File: src/rtl/demuxn_stream.sv
// demuxn_stream: routes one valid/ready input stream to one of N output lanes
// by a select field. Each lane has its own 2-entry FIFO. Beats whose select
// is out of range are always accepted, then discarded and counted.
module demuxn_stream #(
  parameter int unsigned N     = 2,
  parameter int unsigned width = 2,
  localparam int unsigned SW   = (N > 2) ? $clog2(N) : 1
) (
  input  logic             CLK,
  input  logic             ASYNCRESETN,
  input  logic [width-1:0] I_data,
  input  logic [SW-1:0]    I_sel,
  input  logic             I_valid,
  output logic             I_ready,
  output logic [width-1:0] O_data [N],
  output logic [N-1:0]     O_valid,
  input  logic [N-1:0]     O_ready,
  output logic [7:0]       drop_count
);

  localparam int unsigned DEPTH = 2;
  localparam int unsigned CW    = 2;
  localparam int unsigned DCW   = 8;

  logic [CW-1:0]    cnt    [N];
  logic [N-1:0]     rd_ptr;
  logic [N-1:0]     wr_ptr;
  logic [width-1:0] mem    [N][DEPTH];

  logic             sel_ok_c;
  logic [SW-1:0]    sel_idx_c;
  logic [N-1:0]     push_c;
  logic [N-1:0]     pop_c;
  logic             drop_c;

  // Input handshake: ready depends only on registered lane occupancy and I_sel.
  // An out-of-range select is steered to lane 0 for the lookup, then ignored.
  always_comb begin
    sel_ok_c  = (32'(I_sel) < N);
    sel_idx_c = sel_ok_c ? I_sel : '0;
    I_ready   = !sel_ok_c || (cnt[sel_idx_c] != CW'(DEPTH));
    drop_c    = I_valid && !sel_ok_c;
    push_c    = '0;
    pop_c     = '0;
    for (int unsigned k = 0; k < N; k++) begin
      push_c[k] = I_valid && sel_ok_c && I_ready && (I_sel == SW'(k));
      pop_c[k]  = O_valid[k] && O_ready[k];
    end
  end

  // Lane outputs: valid while occupied, data is the entry under the read pointer.
  always_comb begin
    O_valid = '0;
    for (int unsigned k = 0; k < N; k++) begin
      O_valid[k] = (cnt[k] != '0);
      O_data[k]  = mem[k][rd_ptr[k]];
    end
  end

  // Per-lane occupancy and pointers; a simultaneous push and pop keeps cnt.
  always_ff @(posedge CLK or negedge ASYNCRESETN) begin
    if (!ASYNCRESETN) begin
      rd_ptr <= '0;
      wr_ptr <= '0;
      for (int unsigned k = 0; k < N; k++) begin
        cnt[k] <= '0;
      end
    end else begin
      for (int unsigned k = 0; k < N; k++) begin
        if (push_c[k]) begin
          wr_ptr[k] <= ~wr_ptr[k];
        end
        if (pop_c[k]) begin
          rd_ptr[k] <= ~rd_ptr[k];
        end
        if (push_c[k] && !pop_c[k]) begin
          cnt[k] <= cnt[k] + CW'(1);
        end else if (!push_c[k] && pop_c[k]) begin
          cnt[k] <= cnt[k] - CW'(1);
        end
      end
    end
  end

  // Lane storage; contents are never cleared, occupancy alone decides validity.
  always_ff @(posedge CLK) begin
    for (int unsigned k = 0; k < N; k++) begin
      if (push_c[k]) begin
        mem[k][wr_ptr[k]] <= I_data;
      end
    end
  end

  // Saturating count of beats discarded for an out-of-range select.
  always_ff @(posedge CLK or negedge ASYNCRESETN) begin
    if (!ASYNCRESETN) begin
      drop_count <= '0;
    end else if (drop_c && (drop_count != {DCW{1'b1}})) begin
      drop_count <= drop_count + DCW'(1);
    end
  end

endmodule

File: config.mk
export PLATFORM = sky130hd
export DESIGN_NAME = demuxn_stream
export DESIGN_NICKNAME = d
export VERILOG_FILES = /design/src/rtl/demuxn_stream.sv
export SDC_FILE = /design/constraint.sdc
export NUM_CORES = 1
export LEC_CHECK = 0
export BUFFER_PORTS_ARGS = -buffer_cell sky130_fd_sc_hd__buf_2
export CAP_MARGIN = 10
export CORE_UTILIZATION = 52
export DETAILED_ROUTE_END_ITERATION = 10
export GPL_TIMING_DRIVEN = 0
export PLACE_DENSITY = 0.77
export SETUP_SLACK_MARGIN = 0.1
export SLEW_MARGIN = 20
export SYNTH_ARGS = -nofsm -noshare
export SYNTH_HDL_FRONTEND = slang
export SYNTH_SLANG_ARGS = --single-unit
File: constraint.sdc
create_clock -name CLK -period 3.2 [get_ports CLK]
set_input_delay 0.16 -clock CLK [delete_from_list [all_inputs] [get_ports CLK]]
set_output_delay 0.16 -clock CLK [all_outputs]
set_load 0.005 [all_outputs]
==> results of run 1 <==
-- synth_stat cells --
library cell  n  area (µm²)
dfrtp_1       8         200
xor2_2        1        16.3
and2_1        2        12.5
nand2b_1      2        12.5
nand3b_2      1        11.3
ha_1          2        25.0
and3_4        1        11.3
nor2_1        3        11.3
or2_1         2        12.5
nand2_1       2        7.51
xor2_1        4        35.0
buf_4         8        60.1
mux2_2        5        56.3
edfxtp_1      8         240
inv_2         1        3.75
xnor2_1       5        43.8
and2b_1       1        7.51
conb_1        1        3.75
-- cells in the final DEF, fill, tap and decap left out --
| cell | n |
|---|---|
| and2_1 | 2 |
| conb_1 | 8 |
| and3_4 | 1 |
| buf_4 | 8 |
| clkinv_1 | 1 |
| and2b_1 | 1 |
| dfrtp_1 | 8 |
| nor2_1 | 3 |
| nand2b_1 | 2 |
| xor2_1 | 4 |
| mux2_2 | 5 |
| ha_1 | 2 |
| clkbuf_4 | 3 |
| xor2_2 | 1 |
| nand3b_2 | 1 |
| inv_2 | 1 |
| edfxtp_1 | 8 |
| dlygate4sd3_1 | 1 |
| or2_1 | 2 |
| nand2_1 | 2 |
| xnor2_1 | 5 |
| buf_2 | 14 |
-- worst min-delay path by stage --
stage                startpoint   endpoint  slack, ns  depth (start not counted)
CTS                   I_data[0]  mem[0][2]       0.09                          1
detailed placement  ASYNCRESETN     cnt[0]       0.01                          1
finish                I_data[0]  mem[0][2]       0.09                          1
floorplan           ASYNCRESETN     cnt[0]      -0.14                          0
global route          I_data[0]  mem[0][4]       0.10                          1
global placement    ASYNCRESETN     cnt[0]       0.01                          1
-- power by group --
group,internal (mW),switching [mW],leakage (nW)
Sequential,0.287,0.0592,0.167
Combinational,0.148,0.102,0.249
Clock,0.0452,0.0592,0.0154
-- through the flow --
stage               util (%)  hold slack (ns)  power (mW)  setup slack, ns
floorplan                  -           -0.136       0.526             1.81
global placement        66.4          0.00988       0.591             1.74
detailed placement      66.4           0.0127       0.603             1.73
CTS                     69.1           0.0919       0.711             1.71
global route            69.1            0.104       0.752             1.62
finish                  69.1           0.0949       0.701             1.71
-- layout make-up --
class | count | area, µm² | share of cell area (%)
flip-flops and latches | 16 | 440 | 47.8
well taps | 15 | 18.8 | 2.04
multi-input cells | 39 | 293 | 31.8
plain buffers | 8 | 60.1 | 6.51
inverters | 1 | 3.75 | 0.407
clock inverters | 1 | 3.75 | 0.407
clock buffers | 3 | 22.5 | 2.44
repair buffers | 15 | 80.1 | 8.68
-- logic make-up (layout without fill, tap and decap cells) --
| family | count (synthesis) | in the layout | synth area share [%] |
|---|---|---|---|
| DFF | 16 | 16 | 57.1 |
| and+or+nand+nor | 14 | 14 | 11.2 |
| xor gates and xnor gates | 10 | 10 | 12.3 |
| buffers and inverters | 9 | 28 | 8.28 |
| muxes | 5 | 5 | 7.30 |
| adders and majority gates | 2 | 2 | 3.25 |
| other | 1 | 8 | 0.487 |
-- flip-flops by register name (all words and copies together) (netlist names) --
register,flops
wr_ptr,2
mem,8
rd_ptr,2
cnt,4
-- layer usage --
layer	part of all wire (%)	vias up	wire length [µm]	global-route usage, %
met2	50	17	545	28.6
met1	42	198	452	16.7
li1	-	226	-	-
met5	0	-	0	0
met3	7.3	2	79	4.44
met4	0.65	0	7	10.0
==> results.py, run 1 <==
metrics = {
    "pwr": {
        "ir_drop_uv": 442,
        "pwr_density_cell_mw_per_mm2": 760,
        "power_leakage_nw": 0.431,
    },
    "global_route": {
        "grt_pass1_wl_mm": 1.64,
        "grt_usage_pct": 16.2,
        "antenna_found_initial": 0,
        "grt_max_degree": 10,
        "grt_pass1_vias": 419,
        "grt-ovfl-total": 0,
    },
    "drt": {
        "drt_iter0_drc": 0,
        "vias_per_cell": 4.52,
        "drc_errors": 0,
        "antenna_left": 0,
        "routed_wirelength_mm": 1.08,
        "vias": 443,
        "wl_per_cell_um": 11.1,
        "drtPass1Iterations": 1,
    },
    "worst_setup_path": {
        "critPathLaunchType": "register",
        "r2r_cells": 6,
        "crit_path_frequent_cell": "xor2_1",
        "regToRegStartpoint": "cnt[0]",
        "r2r_end": "cnt[1]",
        "path_buf_inv": 0,
        "crit_type": "register to register",
        "crit_path_max_incr_delay_ns": 0.42,
        "crit_arrival_ns": 1.69,
        "end_kind": "register",
        "critPathMaxFanout": 4,
        "critical_path_depth": 6,
        "slowest_stage": "dfrtp_1",
        "crit_family": "simple AND/OR/NAND/NOR gates",
        "startpoint": "cnt[0]",
        "path_cells": "nand2b_1 > and3_4 > ha_1 > xor2_1 > nor2_1 > xor2_1",
        "reg2reg_setup_slack_ns": 1.71,
        "worstSetupEndpoint": "cnt[1]",
        "required_ns": 3.40,
    },
    "clock_tree": {
        "cts_resized": 0,
        "clk_latency_ns": 0.28,
        "htreeDepth": 1,
        "cts-root-buf": "clkbuf_4",
        "cts_sinks": 16,
        "postCtsSetupRepairBufs": 0,
        "max-clock-path-buffers": 2,
        "hold_buffers": 1,
        "cts_tree": "yes",
        "cts_made_buffers": 3,
        "clkTransAtPathRegs_ns": 0.09,
    },
    "die": {
        "core_region_area_mm2": 0.00133,
        "io_pins": 23,
        "rows": 13,
        "start_util_pct": 57.8,
        "design.die.area_mm2": 0.00164,
        "die_x_um": 40.5,
        "die_h_um": 40.5,
    },
    "logic_synthesis": {
        "ys_ff_latch": 16,
        "ys_seq_area_share_pct": 57.1,
        "syn_avg_cell_area_um2": 13.5,
        "synthCells": 57,
        "syn_area_um2": 771,
        "ys_types": 18,
        "yosys_warnings": 0,
    },
    "place": {
        "globalplace.congestion": 0.667,
        "io_buffers": 14,
        "dp_cells": 93,
        "placed_area_um2": 886,
        "dp_hpwl_um": 882,
    },
    "outcome": {
        "status": "finished, final reports clean",
    },
    "sta": {
        "hold_viol_final": 0,
        "fmax_ghz": 0.673,
        "layout_min_cycle_time_ns": 1.49,
        "setup_viol": 0,
        "fin_setup_tns_ns": 0,
        "grt_setup_unrepaired": "no",
        "period_share_pct": 46.5,
        "slew_violations": 0,
        "skew_ns": 0.00774,
    },
    "finish": {
        "fin_nets": 94,
        "syn_to_final_growth_pct": 19.6,
        "instances_no_fill": 98,
        "final_cell_area_um2": 922,
        "num_antenna_cells": 0,
        "drive_above_1_share_pct": 41.0,
        "fill_cells": 99,
    },
    "job": {
        "drv_cap": 0,
    },
    "hold_path": {
        "hold_path_class": "input port to register",
    },
}
Power figures use the tool's default switching activity.
==> run 2, diff against run 1 <==
ABC_AREA = 1   (was unset)
CORE_UTILIZATION = 45   (was 52)
PLACE_DENSITY = 0.7   (was 0.77)
clock period = 1.26 ns   (was 3.2 ns; I/O delays follow)
==> run 2 against run 1 <==
  * Clock skew is 0.0054 ns lower
  * Hold slack lost 0.074 ns
  * Clock power increased to 2.7 times the previous value
  * Sequential power increased by 140%
  * Global-route usage shrank 0.93 points
  * First-iteration DRC count is 7 higher
  * Final cell count grew 62%
  * Largest power group is now combinational cells
  * Via count rose by 57%
  * Non-clock buffer count up 13
==> results.py, run 2 <==
metrics = {
    "outcome": {
        "status": "finished, final reports clean",
    },
    "clock_tree": {
        "clk_latency_ns": 0.28,
        "cts-root-buf": "clkbuf_4",
        "cts_sinks": 16,
        "clkTransAtPathRegs_ns": 0.09,
        "cts_tree": "yes",
        "cts_made_buffers": 3,
        "htreeDepth": 1,
        "max-clock-path-buffers": 2,
    },
    "worst_setup_path": {
        "path_cells": "inv_2 > nand2_4 > buf_4 > buf_4 > nand4_1 > inv_1",
        "regToRegStartpoint": "cnt[2]",
        "end_kind": "register",
        "crit_arrival_ns": 1.29,
        "crit_type": "register to register",
        "crit_path_frequent_cell": "buf_4",
        "critPathLaunchType": "register",
        "r2r_cells": 6,
        "slowest_stage": "dfrtp_1",
        "crit_path_max_incr_delay_ns": 0.40,
        "reg2reg_setup_slack_ns": 0.02,
        "required_ns": 1.31,
        "critPathMaxFanout": 3,
        "r2r_end": "mem[0][3]",
    },
    "place": {
        "dp_hpwl_mm": 1.06,
        "dp_cells": 141,
        "io_buffers": 14,
        "placed_area_mm2": 0.00102,
        "globalplace.congestion": 0.682,
    },
    "logic_synthesis": {
        "syn_area_um2": 860,
        "synth_edf_count": 8,
        "yosys.area.top_type": "edfxtp_1",
        "synthCells": 95,
        "ys_ff_latch": 16,
        "ys_types": 15,
        "syn_avg_cell_area_um2": 9.05,
        "synth_area_leaders": "edfxtp_1, dfrtp_1, nand2_1, buf_4, inv_1",
        "yosys_warnings": 0,
        "async_reset_ff_share_pct": 50.0,
        "synth_most_common_cell": "nand2_1",
        "synth_flop_cell": "edfxtp_1",
        "synth_top_area_share_pct": 27.9,
        "synthTopCellsByCount": "nand2_1, inv_1, buf_4, dfrtp_1, edfxtp_1",
        "ys_seq_area_share_pct": 51.2,
    },
    "drt": {
        "wl_per_cell_um": 10.1,
        "routed_wirelength_mm": 1.61,
        "routed.top_layer": "met4",
        "drc_errors": 0,
        "vias": 696,
        "met3_length_um": 70,
        "drt_iter0_drc": 7,
        "wl_met1_um": 689,
        "antenna_left": 0,
        "dr_wl_met2_um": 835,
        "drtPass1Iterations": 4,
        "vias_per_cell": 4.38,
    },
    "die": {
        "die_h_um": 45.7,
        "rows": 15,
        "core_region_area_mm2": 0.00176,
        "die_x_um": 45.7,
        "io_pins": 23,
        "start_util_pct": 48.7,
        "design.die.area_mm2": 0.00209,
    },
    "hold_path": {
        "hold_end": "mem[0][0]",
        "min-delay-start": "I_data[0]",
        "hold_path_class": "input port to register",
        "hold_depth": 1,
    },
    "finish": {
        "final_common_cell": "nand2_1",
        "drive_above_1_share_pct": 46.3,
        "finalCoreUtilization_pct": 67.8,
        "instances_no_fill": 159,
        "fin_nets": 145,
        "final_cell_area_mm2": 0.00120,
        "final_cell_mix": "nand2_1, buf_4, buf_2",
        "largest_reg_flops": 8,
        "num_antenna_cells": 0,
        "syn_to_final_growth_pct": 39.2,
    },
    "global_route": {
        "grt_max_degree": 10,
        "grt_usage_pct": 15.3,
        "antenna_found_initial": 0,
        "grt_pass1_vias": 554,
        "grt_pass1_wl_mm": 2.12,
        "grt-ovfl-total": 0,
    },
    "sta": {
        "hold_viol_final": 0,
        "setup_viol": 0,
        "period_share_pct": 98.2,
        "skew_ns": 0.00230,
        "grt_setup_unrepaired": "yes",
        "slew_violations": 0,
        "fin_setup_tns_ns": 0,
        "fmax_ghz": 0.808,
        "layout_min_cycle_time_ns": 1.24,
    },
    "pwr": {
        "pwr_density_cell_mw_per_mm2": 1980,
        "p_total_mw": 2.37,
        "ir_drop_uv": 1320,
        "power_leakage_nw": 0.633,
    },
    "job": {
        "drv_cap": 0,
    },
}
[run 2: area by class of cell]
type	instances	area, µm²
Fill cell	152	568
Sequential cell	16	440
Multi-Input combinational cell	61	394
Timing Repair Buffer	28	180
Inverter	17	63.8
Buffer	8	60.1
Tap cell	25	31.3
Clock buffer	4	26.3
[run 2: worst max path at each step]
stage          cells after the start  slack, ns   endpoint    from
2_1_floorplan                      9       0.06     cnt[3]  cnt[2]
3_3_place_gp                       9      0.003     cnt[3]  cnt[2]
3_5_place_dp                       9      -0.03     cnt[3]  cnt[2]
4_1_cts                            9       0.03     cnt[3]  cnt[2]
5_1_grt                            9      -0.04     cnt[3]  cnt[2]
6_report                           6       0.02  mem[0][3]  cnt[2]
[run 2: cells by family (layout without fill, tap and decap cells)]
group	Yosys count	in the layout	share of synthesized area [%]
adder cells (fa/ha/maj)	2	2	2.91
XOR/XNOR	2	2	2.04
AND/OR/NAND/NOR	49	49	29.0
flip-flops	16	16	51.2
buffers and inverters	25	57	14.4
other	1	8	0.436
[run 2: critical path, delay by kind of cell, from the launching register on]
| kind | cells | cell delay [ns] |
|---|---|---|
| buf+inv | 4 | 0.45 |
| simple gates | 2 | 0.17 |
| flops | 1 | 0.40 |
[run 2: layer usage]
metal  GRT usage (%)  vias up
met5               0        -
met4            7.06        0
met3            5.95        2
met2            27.1       23
met1            15.6      313
li1                -      358
[run 2: repair_timing]
| item | CTS | global route |
|---|---|---|
| pin swaps | 3 | 2 |
| hold buffers | 1 | 1 |
| setup buffers | 7 | 5 |
| resized for setup | 3 | 6 |
| endpoints found under the hold margin | 8 | 4 |
| setup endpoints to repair | 5 | 11 |
[run 2: through the flow]
step	hold WS, ns	worst slack (ns)
2_1_floorplan	-0.233	0.0592
3_3_place_gp	-0.0829	0.00267
3_5_place_dp	-0.0781	-0.0290
4_1_cts	0.00730	0.0335
5_1_grt	0.00168	-0.0378
6_report	0.0213	0.0229
[run 2: where the power goes]
group	internal [mW]	total, mW	switching (mW)
clock network	0.123	0.276	0.154
logic	0.598	1.25	0.653
registers	0.720	0.847	0.128
total	1.44	2.37	0.934
